`config.mk`:
```
export PLATFORM = sky130hd
export DESIGN_NAME = opto_emit_pulse_gen
export DESIGN_NICKNAME = d
export VERILOG_FILES = /design/src/rtl/opto_emit_pulse_gen.sv
export SDC_FILE = /design/constraint.sdc
export NUM_CORES = 1
export LEC_CHECK = 0
export BUFFER_PORTS_ARGS = -buffer_cell sky130_fd_sc_hd__buf_4
export CORE_ASPECT_RATIO = 1.1
export CORE_MARGIN = 1.5
export CORE_UTILIZATION = 40
export CTS_CLUSTER_SIZE = 24
export DETAILED_ROUTE_END_ITERATION = 8
export GPL_TIMING_DRIVEN = 0
export SETUP_SLACK_MARGIN = 0.3
export SYNTH_ARGS = -nofsm -noshare
export SYNTH_HDL_FRONTEND = slang
export SYNTH_SLANG_ARGS = --single-unit
```
`constraint.sdc`:
```
create_clock -name i_clk -period 7 [get_ports i_clk]
set_clock_uncertainty 0.2 [all_clocks]
set_input_delay 1.4 -clock i_clk [delete_from_list [all_inputs] [get_ports i_clk]]
set_output_delay 1.4 -clock i_clk [all_outputs]
set_load 0.05 [all_outputs]
```
`src/rtl/opto_emit_pulse_gen.sv`:
```
// Laser emission stage: arms the TDC, fires the laser on angle sync and tags each point with its slot index.
// Optional ARM watchdog is enabled by defining OPTO_ARM_WATCHDOG_EN.
module opto_emit_pulse_gen #(
    parameter int unsigned PULSE_CLKS  = 4,
    parameter int unsigned IDX_W       = 16,
    parameter int unsigned ARM_TIMEOUT = 200
) (
    input  logic             i_clk,
    input  logic             i_rst,
    input  logic             i_emit_en,
    input  logic             i_tdc_strdy,
    input  logic             i_angle_sync,
    input  logic             i_zero_index,
    output logic             o_laser_trig,
    output logic             o_tdc_en,
    output logic             o_tdc_start,
    output logic             o_point_valid,
    output logic [IDX_W-1:0] o_point_idx,
    output logic [IDX_W-1:0] o_rev_points,
    output logic             o_miss,
    output logic             o_overrun
);

    typedef enum logic [1:0] {
        S_IDLE,
        S_ARM,
        S_FIRE,
        S_DONE
    } state_t;

    if (PULSE_CLKS < 1 || PULSE_CLKS > 255 || ARM_TIMEOUT < 1) begin : g_bad_cfg
        $error("opto_emit_pulse_gen: PULSE_CLKS must be 1..255 and ARM_TIMEOUT at least 1");
    end

    state_t           r_state;
    logic [7:0]       r_pulse_cnt;
    logic [IDX_W-1:0] r_slot_cnt;
    logic [IDX_W-1:0] r_fire_idx;
    logic             r_laser_trig;
    logic             r_tdc_en;
    logic             r_tdc_start;
    logic             r_point_valid;
    logic [IDX_W-1:0] r_point_idx;
    logic [IDX_W-1:0] r_rev_points;
    logic             r_miss;
    logic             r_overrun;

    logic             w_sync_cnt;
    logic [IDX_W-1:0] w_slot_next;
    logic [IDX_W-1:0] w_cur_idx;
    logic             w_wd_expire;

    assign w_sync_cnt = i_angle_sync & i_emit_en;
    // A zero index coincident with a sync gives that sync slot 0.
    assign w_cur_idx  = i_zero_index ? '0 : r_slot_cnt;

    always_comb begin
        w_slot_next = r_slot_cnt;
        if (i_zero_index) begin
            w_slot_next = w_sync_cnt ? IDX_W'(1) : '0;
        end else if (w_sync_cnt && !(&r_slot_cnt)) begin
            w_slot_next = r_slot_cnt + IDX_W'(1);
        end
    end

`ifdef OPTO_ARM_WATCHDOG_EN
    localparam int unsigned WD_W = $clog2(ARM_TIMEOUT + 1);

    logic [WD_W-1:0] r_wd_cnt;

    // Held at zero outside ARM so every entry into ARM starts a fresh count.
    always_ff @(posedge i_clk or posedge i_rst) begin
        if (i_rst) begin
            r_wd_cnt <= '0;
        end else if (r_state == S_ARM) begin
            r_wd_cnt <= r_wd_cnt + WD_W'(1);
        end else begin
            r_wd_cnt <= '0;
        end
    end

    assign w_wd_expire = (r_state == S_ARM) && (r_wd_cnt == WD_W'(ARM_TIMEOUT - 1));
`else
    assign w_wd_expire = 1'b0;
`endif

    // NOTE: all state and outputs update with <= so every branch sees the pre-edge values.
    always_ff @(posedge i_clk or posedge i_rst) begin
        if (i_rst) begin
            r_state       <= S_IDLE;
            r_pulse_cnt   <= '0;
            r_slot_cnt    <= '0;
            r_fire_idx    <= '0;
            r_laser_trig  <= 1'b0;
            r_tdc_en      <= 1'b0;
            r_tdc_start   <= 1'b0;
            r_point_valid <= 1'b0;
            r_point_idx   <= '0;
            r_rev_points  <= '0;
            r_miss        <= 1'b0;
            r_overrun     <= 1'b0;
        end else begin
            r_tdc_start   <= 1'b0;
            r_point_valid <= 1'b0;
            r_miss        <= 1'b0;
            r_overrun     <= 1'b0;
            r_slot_cnt    <= w_slot_next;
            if (i_zero_index) begin
                r_rev_points <= r_slot_cnt;
            end

            unique case (r_state)
                S_IDLE: begin
                    if (i_angle_sync) begin
                        r_miss <= 1'b1;
                    end
                    if (i_emit_en && i_tdc_strdy) begin
                        r_state  <= S_ARM;
                        r_tdc_en <= 1'b1;
                    end
                end
                S_ARM: begin
                    if (!i_emit_en) begin
                        r_state  <= S_IDLE;
                        r_tdc_en <= 1'b0;
                    end else if (i_angle_sync) begin
                        r_state      <= S_FIRE;
                        r_laser_trig <= 1'b1;
                        r_tdc_start  <= 1'b1;
                        r_fire_idx   <= w_cur_idx;
                        r_pulse_cnt  <= 8'(PULSE_CLKS - 1);
                    end else if (w_wd_expire) begin
                        r_state  <= S_IDLE;
                        r_tdc_en <= 1'b0;
                        r_miss   <= 1'b1;
                    end
                end
                S_FIRE: begin
                    if (i_angle_sync) begin
                        r_overrun <= 1'b1;
                    end
                    if (!i_emit_en) begin
                        r_state      <= S_IDLE;
                        r_laser_trig <= 1'b0;
                        r_tdc_en     <= 1'b0;
                    end else if (r_pulse_cnt == 8'd0) begin
                        r_state       <= S_DONE;
                        r_laser_trig  <= 1'b0;
                        r_tdc_en      <= 1'b0;
                        r_point_valid <= 1'b1;
                        r_point_idx   <= r_fire_idx;
                    end else begin
                        r_pulse_cnt <= r_pulse_cnt - 8'd1;
                    end
                end
                S_DONE: begin
                    if (i_angle_sync) begin
                        r_overrun <= 1'b1;
                    end
                    if (i_emit_en && i_tdc_strdy) begin
                        r_state  <= S_ARM;
                        r_tdc_en <= 1'b1;
                    end else begin
                        r_state <= S_IDLE;
                    end
                end
                default: begin
                    r_state <= S_IDLE;
                end
            endcase
        end
    end

    assign o_laser_trig  = r_laser_trig;
    assign o_tdc_en      = r_tdc_en;
    assign o_tdc_start   = r_tdc_start;
    assign o_point_valid = r_point_valid;
    assign o_point_idx   = r_point_idx;
    assign o_rev_points  = r_rev_points;
    assign o_miss        = r_miss;
    assign o_overrun     = r_overrun;

endmodule

```
# After elaboration in Yosys (flattened, before gate mapping)
# Index checks and enable logic that the tools add are counted.
[word_totals]
memories = 0
wordCells = 75
mem_bits_rw = 0
romBits = 0
latch_bits = 0
ff_bits = 80
in_bits = 6
[op_classes]
eq_ne = 12
n_shift = 0
n_div = 0
order_cmp = 0
add_sub_neg = 2
reduce_logical = 16
n_mux = 32
mul = 0
bitwise_logic = 1
[op_table]
columns = ["op", "n"]
rows = [
  ["16-bit 2-to-1 mux", 3],
  ["8-bit 2-to-1 mux", 4],
  ["16-bit by 1-bit adder with 16-bit output (second input constant)", 1],
  ["1-bit 2-to-1 mux", 16],
  ["8-bit case mux with 2 select lines", 1],
  ["16-bit AND reduction", 1],
  ["2-bit inequality test (second input constant)", 6],
  ["3-bit AND reduction", 4],
  ["2-bit 2-to-1 mux", 5],
  ["8-bit logical NOT", 1],
  ["2-bit case mux with 4 select lines", 1],
  ["8-bit by 1-bit subtractor with 8-bit output (second input constant)", 1],
  ["3-bit inequality test (second input constant)", 2],
  ["5-bit AND reduction", 1],
  ["2-bit == test (second input constant)", 2],
  ["4-bit AND reduction", 1],
  ["2-bit nonzero test", 2],
  ["2-bit OR reduction", 2],
  ["1-bit case mux with 3 select lines", 1],
  ["2-bit by 1-bit == test with 1-bit output (second input constant)", 1],
  ["1-bit logical AND", 2],
  ["2-bit logical NOT", 1],
  ["2-bit by 1-bit inequality test with 1-bit output (second input constant)", 1],
  ["1-bit case mux with 2 select lines", 1],
  ["other kinds (2)", 2],
]

# Depth between registers and ports, before layout
[logic_depth]
depth_word = 5
ltp_mapped = 7

# Least setup slack after synthesis
# Ideal clock, no wire load.
[synth_timing]
path_type = "input port to flip-flop"
startpoint = "in i_emit_en"
endpoint = "reg r_point_idx[0], in the netlist o_point_idx[0]"
required_ps = 6675
arrival_ps = 2603
path_buffers = 1
slack_ps = 4072
cell_stages = 5
cell_sequence = "nor2b_1 > nand2_2 > nor4b_4 > buf_6 > mux2_2"
[synth_via]
elab_chain_cells = 1
[synth_lines]
columns = ["element", "line_no", "source"]
rows = [
  ["from (decl)", "10", "input logic i_emit_en,"],
  ["3-bit AND reduction (no line)", "--", ""],
  ["to (signal assigned)", "151", "r_point_idx <= r_fire_idx;"],
  ["to (decl)", "43", "logic [IDX_W-1:0] r_point_idx;"],
]
# Every way passes these cells.
# A chain may end at the register's enable or synchronous reset.

# Worst setup path in the final report
[layout_timing]
startpoint = "in i_emit_en"
endpoint = "reg r_pulse_cnt[6]"
[layout_via]
elab_chain_cells = 2
word_cells_on_any_way = 3
classes_between = "2 x eq/ne; 1 x reduce/logical"
[layout_lines]
columns = ["element", "line_no", "source"]
rows = [
  ["2-bit inequality test (no line)", "--", ""],
  ["5-bit AND reduction (no line) *", "--", ""],
  ["to (signal assigned)", "131", "r_pulse_cnt <= 8'(PULSE_CLKS - 1);"],
  ["to (signal assigned)", "153", "r_pulse_cnt <= r_pulse_cnt - 8'd1;"],
  ["to (decl)", "36", "logic [7:0] r_pulse_cnt;"],
]
# Mark *: on every way between the ends. The rest lies on a longest branch, timed or not.

==> out/metrics.yaml <==
setup_path:
  crit_path_max_incr_delay_ps: 600
  worst-r2r-setup-slack_ps: 4640
  worst_setup_path_start_kind: "input port"
  worstPathMaxFanout: 10
  timing.rr.end: "o_point_idx[3]$_DFFE_PP0P_"
  rr_worst_depth: 5
  r2r_start: "r_pulse_cnt[4]$_DFFE_PP0P_"
  worstSetupPathType: "input port to flip-flop"
  cp.required_ps: 7070
  crit_slowest_cell: "a21boi_0"
  path_cells: "buf_4 -> clkbuf_1 -> a21boi_0 -> nand3_1 -> o31ai_1"
  critPathCaptureType: "flip-flop"
  crit_arrival_ps: 2960
logic_synthesis:
  synth_compound_area_share_pct: 9.96
  syn_nets: 350
  syn_avg_cell_area_um2: 11.0
  synth_edf_count: 0
  synth_top_family_by_area: "simple AND/OR/NAND/NOR gates"
  synth_xor_area_share_pct: 0
  synthArstFlopShare_pct: 100
  synth_seq_cells: 80
  synth_ff_type: "dfrtp_1"
  synth-simple-area-share_pct: 18.8
  yosysWarningCount: 0
  synth_mux_area_share_pct: 11.9
  syn_inst: 336
  synth.distinct_cells: 42
  yosys.area_share.adder_pct: 2.70
  ys_seq_area_share_pct: 54.0
  synth_area_um2: 3710
floorplanning:
  io-pin-count: 44
  design.core.area_um2: 8920
  die_h_um: 104
  die_w_um: 94.8
  dieArea_um2: 9850
  placementRows: 36
  start_util_pct: 41.6
clock_network:
  cts_hold_buf: 0
  clkSinkCount: 80
  cts-htree-levels: 3
  cts_resized: 0
  post-cts-setup-buffers: 0
  clock_path_buffers: 2
  clkLatencyLatePin_ps: 360
  cts_tree: "yes"
  cts_buffers: 9
  cts-root-buf: "clkbuf_8"
  clk_pin_slew_ps: 80
layout:
  fill_cells: 872
  layout-drive-gt1-share_pct: 26.6
  final_common_cell: "dfrtp_1"
  most-common-layout-cells: "dfrtp_1 (80), buf_4 (41), nand2_1 (37), mux2_2 (33), o21ai_0 (27)"
  diodes: 0
  fin_area_um2: 4360
  nets: 403
  area_growth_pct: 17.7
global_routing:
  grt_overflow: 0
  grt_pass1_vias: 2603
  track_usage_pct: 17.1
  grt_max_degree: 69
  grt_antenna_before_repair: 0
  grt_pass1_wl_mm: 13.2
timing:
  whs_ps: 283
  worst_slew_pin_slew_ps: 805
  fin_crit_ps: 2890
  hold_viol_final: 0
  setup_ws_ps: 4110
  period_share_pct: 41.3
  setup_viol: 0
  rsz0062_at_grt: "false"
  maxSlewHeadroom_pct: 45.9
  fmax_mhz: 346
  fin_setup_tns_ps: 0
  slew_violations: 0
worst_hold_path:
  holdCritStartpoint: "r_fire_idx[12]$_DFFE_PP0P_"
  min_to: "r_fire_idx[12]$_DFFE_PP0P_"
  min_path_type: "flip-flop to flip-flop"
  holdPathStages: 2
pwr:
  power.share.switching_pct: 32.4
  power.switching_uw: 329
  ir_drop_uv: 106
  p_total_uw: 1010
  power.internal_uw: 686
  p_per_area_nw_per_um2: 233
  seqPwrFrac_pct: 49.0
  p_clk_share_pct: 30.8
  p_comb_share_pct: 20.2
  leakagePower_uw: 0.00203
drt:
  wl_per_cell_um: 15.3
  first_pass_iters: 4
  drt-total-wl_mm: 7.77
  viasPerCell: 5.39
  drtIter0Drc: 125
  dr_total_vias: 2739
  drtAntennaViolNets: 0
  drcViolationCount: 0
run_status:
  status: "finished clean"
placement:
  dpl_cell_area_um2: 4190
  gp_congestion: 0.873
  preCtsSetupSlack_ps: 3720
  portBuffers: 41
  dpl.hpwl_mm: 5.57
run:
  cap_violations: 0
-- worst max-delay path, delay by kind of cell --
family,cells,cell delay [ps]
compound gates,2,870
buf+inv,2,460
simple gates,1,230
-- flip-flops by register name, indices dropped and copies added, names as in the netlist --
register and flops:
r_slot_cnt 16, o_tdc_en 1, r_state 2, o_point_valid 1, o_rev_points 16, o_overrun 1, o_tdc_start 1, o_laser_trig 1
o_miss 1, r_fire_idx 16, o_point_idx 16, r_pulse_cnt 8
-- power groups by stage --
stage / Combinational [µW] / Sequential, µW / Clock, µW
3_3_place_gp: 201 / 506 / 0
3_5_place_dp: 206 / 507 / 0
2_1_floorplan: 116 / 539 / 0
5_1_grt: 228 / 500 / 342
4_1_cts: 207 / 498 / 323
6_report: 205 / 497 / 312
-- worst max path at each step --
stage / from / to / slack [ps] / depth (start not counted)
after floorplan: i_rst / o_laser_trig$_DFFE_PP0P_ / 3350 / 1
after global placement: i_rst / o_rev_points[10]$_DFFE_PP0P_ / 2350 / 2
after detailed placement: i_emit_en / o_point_idx[4]$_DFFE_PP0P_ / 3720 / 6
after CTS: i_emit_en / o_point_idx[3]$_DFFE_PP0P_ / 4110 / 6
after global routing: i_emit_en / r_pulse_cnt[6]$_DFFE_PP0P_ / 3980 / 5
final: i_emit_en / r_pulse_cnt[6]$_DFFE_PP0P_ / 4110 / 5
-- final cells by class --
class	count	area [µm²]	area share, %
flip-flops and latches	80	2000	45.9
repair buffers	42	335	7.69
plain buffers	15	65.1	1.49
clock inverters	7	52.6	1.20
clock buffers	9	124	2.84
multi-input cells	233	1610	36.9
well taps	114	143	3.27
inverters	8	32.5	0.746
-- layer usage --
layer	share of wire, %	vias up	track usage [%]	routed length (µm)
li1	-	1329	-	-
met1	48	1341	24.3	3690
met2	47	60	25.6	3640
met3	4.1	9	3.36	319
met4	1.5	0	6.40	117
met5	0	-	0	0
-- cell usage after synthesis, drive strengths merged (5+ instances only) --
master   n  area (µm²)
nand2b  20         125
nand3    9        45.0
or4     10        75.1
nor2    11        41.3
or3      5        31.3
ha       8         100
nand2   38         145
clkbuf  13        48.8
a21oi   14        70.1
nand4    8        50.1
or2      5        31.3
mux2i    7        70.1
o21ai   28         140
o31ai    8        60.1
nor4     5        52.6
inv      8        30.0
dfrtp   80        2000
mux2    33         372
-- stage by stage --
stage	instances	util (%)
final	508	48.9
after global routing	508	48.9
after CTS	508	48.9
after detailed placement	492	46.9
after global placement	491	46.6
after floorplan	336	-
-- cells by family after synthesis --
group                      Yosys count
muxes                               40
AOI/OAI and AO/OA                   62
adders and majority gates            8
DFF                                 80
and+or+nand+nor                    123
buffers and inverters               23
Note: power is estimated with default switching activity, not from simulation.
